$ cat src/rtl/board_state_server.sv
// board_state_server
//   Game-state responder behind the VGA controller's board interface. Holds
//   the 5x5 minesweeper status array, serves per-pixel display reads, and
//   resolves cursor reveals into neighbour-mine counts or a mine hit, while
//   tracking win/lose.
//
//   Status codes: 0-8 revealed count, 9 revealed mine, 10 hidden, 11 flagged.
//
//   Optional feature macro: BOARD_FLAG_EN (adds the flagReq input that toggles
//   a hidden cell to flagged and back).
//
// Ports
//   clk            system clock
//   reset          synchronous active-low reset
//   newGame        synchronous clear/restart, level-sampled
//   mineMap        bit i = mine at cell i, captured on reset/newGame
//   loadBlock      display read address (cell index)
//   memDataOut2    {28'b0, status}, registered one cycle after loadBlock
//   VGAid          cursor cell index for reveal/flag
//   pressed        reveal request level, held until acknowledged
//   flagReq        flag toggle request (BOARD_FLAG_EN only)
//   pr_reset       one-cycle acknowledge of a request
//   gameOver       a mine was revealed (sticky)
//   gameWon        all safe cells revealed (sticky)
//   revealedCount  number of safe cells revealed
module board_state_server #(
    parameter int GRID_W = 5,
    parameter int GRID_H = 5,
    parameter int CELLS  = GRID_W * GRID_H
) (
    input  logic             clk,
    input  logic             reset,
    input  logic             newGame,
    input  logic [CELLS-1:0] mineMap,
    input  logic [31:0]      loadBlock,
    output logic [31:0]      memDataOut2,
    input  logic [31:0]      VGAid,
    input  logic             pressed,
`ifdef BOARD_FLAG_EN
    input  logic             flagReq,
`endif
    output logic             pr_reset,
    output logic             gameOver,
    output logic             gameWon,
    output logic [4:0]       revealedCount
);

    localparam int IW = $clog2(CELLS);

    localparam logic [3:0] ST_MINE   = 4'd9;
    localparam logic [3:0] ST_HIDDEN = 4'd10;
    localparam logic [3:0] ST_FLAG   = 4'd11;

    typedef enum logic [2:0] {
        S_IDLE,
        S_CHECK,
        S_COUNT,
        S_WRITE,
        S_LOSE_SCAN,
        S_ACK,
        S_WAIT_LOW
    } state_e;

    state_e           state_q, state_d;
    logic [3:0]       cells_q [CELLS];
    logic [CELLS-1:0] mine_q;
    logic [4:0]       safe_q;          // CELLS - popcount(mineMap)
    logic [IW-1:0]    idx_q, idx_d;
    logic             oob_q, oob_d;    // latched VGAid was off the board
    logic [3:0]       cnt_q, cnt_d;
    logic [2:0]       nbr_q, nbr_d;
    logic [IW-1:0]    scan_q, scan_d;
    logic             over_q, over_d;
    logic             won_q, won_d;
    logic [4:0]       rev_q, rev_d;
    logic [3:0]       rd_q, rd_d;

    // single cell write port shared by every FSM state
    logic             cell_we;
    logic [IW-1:0]    cell_wa;
    logic [3:0]       cell_wd;

    logic             flag_req;

`ifdef BOARD_FLAG_EN
    assign flag_req = flagReq;
`else
    assign flag_req = 1'b0;
`endif

    // ------------------------------------------------------------------
    // Neighbour addressing for the COUNT walk: nbr_q selects one of the
    // eight (dy,dx) offsets; anything falling off the grid (including the
    // column that would wrap to the next row) contributes nothing.
    // ------------------------------------------------------------------
    int            row_i, col_i, dy_i, dx_i, nr_i, nc_i;
    logic          in_grid;
    logic [IW-1:0] nbr_idx;
    logic          nbr_mine;

    always_comb begin
        row_i = int'(idx_q) / GRID_W;
        col_i = int'(idx_q) % GRID_W;
        dy_i  = 0;
        dx_i  = 0;
        case (nbr_q)
            3'd0: begin dy_i = -1; dx_i = -1; end
            3'd1: begin dy_i = -1; dx_i =  0; end
            3'd2: begin dy_i = -1; dx_i =  1; end
            3'd3: begin dy_i =  0; dx_i = -1; end
            3'd4: begin dy_i =  0; dx_i =  1; end
            3'd5: begin dy_i =  1; dx_i = -1; end
            3'd6: begin dy_i =  1; dx_i =  0; end
            default: begin dy_i = 1; dx_i = 1; end
        endcase
        nr_i     = row_i + dy_i;
        nc_i     = col_i + dx_i;
        in_grid  = (nr_i >= 0) && (nr_i < GRID_H) && (nc_i >= 0) && (nc_i < GRID_W);
        nbr_idx  = IW'(nr_i * GRID_W + nc_i);
        nbr_mine = in_grid ? mine_q[nbr_idx] : 1'b0;
    end

    // ------------------------------------------------------------------
    // Display read: sampled from the pre-write array, so a same-cycle
    // collision with an FSM write returns the old value.
    // ------------------------------------------------------------------
    always_comb begin
        rd_d = ST_HIDDEN;
        if (loadBlock < 32'(CELLS)) begin
            rd_d = cells_q[loadBlock[IW-1:0]];
        end
    end

    // ------------------------------------------------------------------
    // Reveal / flag FSM
    // ------------------------------------------------------------------
    always_comb begin
        state_d = state_q;
        idx_d   = idx_q;
        oob_d   = oob_q;
        cnt_d   = cnt_q;
        nbr_d   = nbr_q;
        scan_d  = scan_q;
        over_d  = over_q;
        won_d   = won_q;
        rev_d   = rev_q;
        cell_we = 1'b0;
        cell_wa = idx_q;
        cell_wd = cnt_q;

        case (state_q)
            S_IDLE: begin
                if (flag_req) begin
                    // flag takes priority over reveal; toggles hidden<->flagged only
                    if (VGAid < 32'(CELLS)) begin
                        cell_wa = VGAid[IW-1:0];
                        if (cells_q[VGAid[IW-1:0]] == ST_HIDDEN) begin
                            cell_we = 1'b1;
                            cell_wd = ST_FLAG;
                        end else if (cells_q[VGAid[IW-1:0]] == ST_FLAG) begin
                            cell_we = 1'b1;
                            cell_wd = ST_HIDDEN;
                        end
                    end
                    state_d = S_ACK;
                end else if (pressed) begin
                    idx_d   = VGAid[IW-1:0];
                    oob_d   = (VGAid >= 32'(CELLS));
                    state_d = S_CHECK;
                end
            end

            S_CHECK: begin
                cnt_d  = '0;
                nbr_d  = '0;
                scan_d = '0;
                if (oob_q || over_q || won_q || (cells_q[idx_q] != ST_HIDDEN)) begin
                    state_d = S_ACK;
                end else if (mine_q[idx_q]) begin
                    cell_we = 1'b1;
                    cell_wd = ST_MINE;
                    over_d  = 1'b1;
                    state_d = S_LOSE_SCAN;
                end else begin
                    state_d = S_COUNT;
                end
            end

            S_COUNT: begin
                cnt_d = cnt_q + {3'b000, nbr_mine};
                nbr_d = nbr_q + 3'd1;
                if (nbr_q == 3'd7) begin
                    state_d = S_WRITE;
                end
            end

            S_WRITE: begin
                cell_we = 1'b1;
                cell_wd = cnt_q;
                rev_d   = rev_q + 5'd1;
                if ((rev_q + 5'd1) == safe_q) begin
                    won_d = 1'b1;
                end
                state_d = S_ACK;
            end

            S_LOSE_SCAN: begin
                // uncover every mine on the board, one cell per cycle
                cell_wa = scan_q;
                cell_wd = ST_MINE;
                cell_we = mine_q[scan_q];
                scan_d  = scan_q + 1'b1;
                if (scan_q == IW'(CELLS - 1)) begin
                    state_d = S_ACK;
                end
            end

            S_ACK: begin
                state_d = S_WAIT_LOW;
            end

            S_WAIT_LOW: begin
                // a held request must drop before another can be taken
                if (!pressed && !flag_req) begin
                    state_d = S_IDLE;
                end
            end

            default: begin
                state_d = S_IDLE;
            end
        endcase
    end

    always_ff @(posedge clk) begin
        if (!reset || newGame) begin
            state_q <= S_IDLE;
            idx_q   <= '0;
            oob_q   <= 1'b0;
            cnt_q   <= '0;
            nbr_q   <= '0;
            scan_q  <= '0;
            over_q  <= 1'b0;
            won_q   <= 1'b0;
            rev_q   <= '0;
            rd_q    <= ST_HIDDEN;
            mine_q  <= mineMap;
            safe_q  <= 5'(CELLS - $countones(mineMap));
            for (int i = 0; i < CELLS; i++) begin
                cells_q[i] <= ST_HIDDEN;
            end
        end else begin
            state_q <= state_d;
            idx_q   <= idx_d;
            oob_q   <= oob_d;
            cnt_q   <= cnt_d;
            nbr_q   <= nbr_d;
            scan_q  <= scan_d;
            over_q  <= over_d;
            won_q   <= won_d;
            rev_q   <= rev_d;
            rd_q    <= rd_d;
            if (cell_we) begin
                cells_q[cell_wa] <= cell_wd;
            end
        end
    end

    assign memDataOut2   = {28'b0, rd_q};
    assign pr_reset      = (state_q == S_ACK);
    assign gameOver      = over_q;
    assign gameWon       = won_q;
    assign revealedCount = rev_q;

endmodule

$ cat config.mk
export PLATFORM = sky130hd
export DESIGN_NAME = board_state_server
export DESIGN_NICKNAME = d
export VERILOG_FILES = /design/src/rtl/board_state_server.sv
export SDC_FILE = /design/constraint.sdc
export NUM_CORES = 1
export LEC_CHECK = 0
export ABC_AREA = 0
export BUFFER_PORTS_ARGS = -buffer_cell sky130_fd_sc_hd__buf_2
export CAP_MARGIN = 10
export CORE_UTILIZATION = 40
export DETAILED_ROUTE_END_ITERATION = 16
export GPL_TIMING_DRIVEN = 1
export HOLD_SLACK_MARGIN = 0.02
export PLACE_DENSITY = 0.58
export SLEW_MARGIN = 40
export SYNTH_ARGS = -nofsm -noshare
export SYNTH_HDL_FRONTEND = slang
export SYNTH_SLANG_ARGS = --single-unit
$ cat constraint.sdc
create_clock -name clk -period 8.6 [get_ports clk]
set_clock_uncertainty 0.15 [all_clocks]
set_input_delay 0.86 -clock clk [delete_from_list [all_inputs] [get_ports clk]]
set_output_delay 0.86 -clock clk [all_outputs]
set_load 0.05 [all_outputs]
==> results.md <==
Setup path:
- The kind of capture point of the worst setup path is a flip-flop.
- The cell at the slowest stage of the critical path is sky130_fd_sc_hd__or4b_2.
- The delay of the slowest critical-path stage is 0.64 ns.
- The cell family contributing the most delay on the critical path is adder cells.
- Data on the critical path arrives at its endpoint at 8.28 ns.
- The startpoint type of the worst setup path is a flip-flop.
- Along the worst path, the maximum fanout reaches 7.
- The required time of the critical path is just under 9 ns.
- The cell that appears most often on the critical path is sky130_fd_sc_hd__ha_1.
- The critical setup path kind is flip-flop to flip-flop.
- Together, buffers and inverters on the worst path number 2.

Synthesis:
- Counting every instance in the synthesized netlist gives 1423.
- The synthesized area is between 10000 and 15000 µm².
- The synthesized design contains 195 register bits.
- After synthesis, the mean cell area works out to between 10 and 15 µm².
- The count of cell types in the netlist is 94.
- The number of synthesized flops with an enable pin is 158.
- After synthesis, the share of flip-flops with an asynchronous set or reset is 0%.
- Of the synthesized area, sequential elements account for slightly below 40%.
- Among all flip-flop cells after synthesis, the most frequent one is sky130_fd_sc_hd__edfxtp_1.
- During synthesis, Yosys emitted a total of 0 warnings.

Global routing:
- The all-layer global routing usage is 21.4%.
- The first global-routing pass estimated 60.0 mm of wire.
- The number of antenna violations at the first check in global routing is 1.
- Entering global routing, the biggest net connects 59 pins.
- The number of global-route vias before repair is 11011.
- The remaining global-route overflow is 0.

STA:
- The minimum hold slack is 0.367 ns.
- The highest clock rate is 123 MHz.
- The number of endpoints with negative hold slack in the final report is 0.
- The final cycle utilization of the critical path is 94.4%.
- For the pin with the worst max-slew slack, the measured transition is 0.826 ns.
- For the final routed database, the setup TNS stands at 0 ns.
- The normalized max-slew margin is 44.9%.
- The number of setup violations in the final report is 0.
- The total count of max-transition violations in the final report is 0.
- For the finished layout, the period the worst path requires is 8.12 ns.

Clock tree:
- The later pin in the worst-skew pair is clocked with a latency of 0.45 ns.
- The clock sink count is 195.
- The root buffer selected by CTS is sky130_fd_sc_hd__clkbuf_16.
- Clock-pin slew was measured on the worst setup and hold paths at 0.07 ns.
- Counting the buffers created by CTS gives 17.
- For this design, the CTS-stage hold fixing added 0 buffers.
- The maximum buffer depth of the clock tree is 2.
- TritonCTS built the clock tree.
- The H-tree was split into 4 levels.

Placed design:
- The number of cells after detailed placement is 1917.
- Once placement finished, the instance area stood at 15000 µm².
- Summed over all nets, the half-perimeter wirelength after detailed placement is a little under 30 mm.
- The quantity of I/O buffers inserted on ports is about 100.
- Routability-driven placement finished with a final weighted congestion of 0.865.

Drt:
- In the routed design, unresolved DRC markers number 0.
- The via density per instance is 5.77.
- The final antenna-violating net count is 0.
- The number of search-and-repair iterations in the first detailed-routing pass is 5.
- After detailed routing, the total wire length is 38.6 mm.
- The number of design-rule violations left by the first detailed-router iteration is 1169.
- The overall via count from detail_route is 11293.
- The wire length per cell after detailed routing is 19.7 µm.

Pwr:
- The leakage power of the design is about 6 nW.
- IR analysis of the VDD net gives a maximum drop of ~0.28 mV.
- In this run the power density over the cells is 196 nW/µm².

Floorplanning:
- The die is roughly 190 µm tall.
- The width of the die is 191 µm.
- 133 I/O pins were placed.
- The die covers 36400 µm².
- In this run the core area contains 68 standard-cell rows.
- The initial standard-cell utilization of the core is 41.0%.
- In this run the standard cell core region covers 34800 µm².

Min path:
- The classification of the worst-slack hold path is flip-flop to flip-flop.

Run:
- The reported max-cap violation count is 0.

Finish:
- The number of nets at the end of the flow is 1688.
- The share of post-route cells with drive strength above 1 is 17.1%.
- The number of antenna diodes in the final layout is 0.
- Relative to the synthesized area, the layout overhead comes to 10.3%.
- In the layout the commonest cells are sky130_fd_sc_hd__nor2_1 (168), sky130_fd_sc_hd__edfxtp_1 (158), sky130_fd_sc_hd__nand2_1 (135).
- The most common cell after layout, fill and taps aside is sky130_fd_sc_hd__nor2_1.
- The finished cells cover 15700 µm².
- The non-filler instance count after layout is just under 2000.

Run status:
- The flow ran to the end, and the final reports show no timing, DRC or antenna violations.
## metrics by stage
step | utilization, % | worst slack [ns] | power, mW
after floorplan | - | 1.00 | 1.98
after global routing | 45.2 | -0.0262 | 3.27
after detailed placement | 43.2 | 0.151 | 2.24
after CTS | 44.9 | 0.141 | 3.08
final | 45.2 | 0.483 | 3.08
after global placement | 43.1 | 0.488 | 2.22
## flip-flops by register name, summed over array words and instances, names as in the netlist, named ones only
name and count:
cells_q 128, cnt_q 4, gameOver 1, gameWon 1
idx_q 5, mine_q 25, nbr_q 3, oob_q 1
rd_q 4, revealedCount 5, safe_q 5, scan_q 5
state_q 3
## cell families after synthesis
family / synth area share, %
AND/OR/NAND/NOR: 17.2
XOR/XNOR: 2.12
buffers and inverters: 6.46
multiplexers: 10.9
flip-flops: 38.4
other: 0.0263
adder cells (fa/ha/maj): 10.6
AO/OA/AOI/OAI: 14.2
## report_power, final
part,total [mW],internal [mW],switching [mW]
Clock,0.844,0.444,0.399
Sequential,1.12,1.09,0.0269
Combinational,1.12,0.497,0.622
## final timing paths
kind / start / endpoint / slack (ns) / depth (start not counted)
max: idx_q[4] / cnt_q[1] / 0.48 / 33
min reg2reg: gameOver / gameOver / 0.37 / 2
min: gameOver / gameOver / 0.37 / 2
max reg2reg: idx_q[4] / cnt_q[1] / 0.48 / 33
## final cells by class
class	count	area, µm²
fill	3277	19100
multi-input combinational	1052	8020
sequential	195	5490
timing repair buffer	124	674
tap	455	569
clock buffer	17	425
inverter	98	368
clock inverter	15	195
## tightest hold or removal path, delay by kind of cell, from the launching register on
kind            cells  cell delay (ns)
flops               1             0.36
simple gates        1             0.07
compound gates      1             0.05
## what timing repair did
item	in CTS	in global routing
setup buffers	0	6
hold endpoints to repair	0	0
resized for setup	0	10
setup endpoints to repair	0	4
## synthesized netlist by cell type (9+ instances only)
cell type	number	area share (%)
sky130_fd_sc_hd__or3_1	14	0.61
sky130_fd_sc_hd__xor2_1	15	0.92
sky130_fd_sc_hd__o211ai_1	14	0.74
sky130_fd_sc_hd__o21ai_0	61	2.1
sky130_fd_sc_hd__nor2_1	174	4.6
sky130_fd_sc_hd__a211oi_1	10	0.53
sky130_fd_sc_hd__inv_1	94	2.5
sky130_fd_sc_hd__clkbuf_1	48	1.3
sky130_fd_sc_hd__nand2_1	135	3.6
sky130_fd_sc_hd__nor3_1	24	0.84
sky130_fd_sc_hd__o21bai_1	9	0.47
sky130_fd_sc_hd__fa_1	23	3.2
sky130_fd_sc_hd__ha_1	84	7.4
sky130_fd_sc_hd__mux4_2	51	8.0
sky130_fd_sc_hd__mux2_2	9	0.71
sky130_fd_sc_hd__xnor2_1	17	1.0
sky130_fd_sc_hd__nor4bb_1	20	1.4
sky130_fd_sc_hd__o21a_1	11	0.58
sky130_fd_sc_hd__buf_4	31	1.6
sky130_fd_sc_hd__buf_2	17	0.60
sky130_fd_sc_hd__and2_1	10	0.44
sky130_fd_sc_hd__nor2b_1	12	0.53
sky130_fd_sc_hd__nand2b_1	12	0.53
sky130_fd_sc_hd__nor4_1	19	0.83
sky130_fd_sc_hd__nand3_1	16	0.56
sky130_fd_sc_hd__a21o_1	20	1.1
sky130_fd_sc_hd__a21oi_1	81	2.8
sky130_fd_sc_hd__mux2i_1	28	2.0
sky130_fd_sc_hd__edfxtp_1	158	33
sky130_fd_sc_hd__nand4_1	18	0.79
sky130_fd_sc_hd__a22oi_1	14	0.74
sky130_fd_sc_hd__dfxtp_1	37	5.2
## per-layer routing
metal,GRT usage [%],up-vias,share of wire [%]
met1,28.2,5530,43
li1,-,5326,-
met2,36.8,403,49
met3,3.18,34,6.1
met5,0,-,0
met4,4.86,0,1.3
Note: power is estimated with default switching activity, not from simulation.
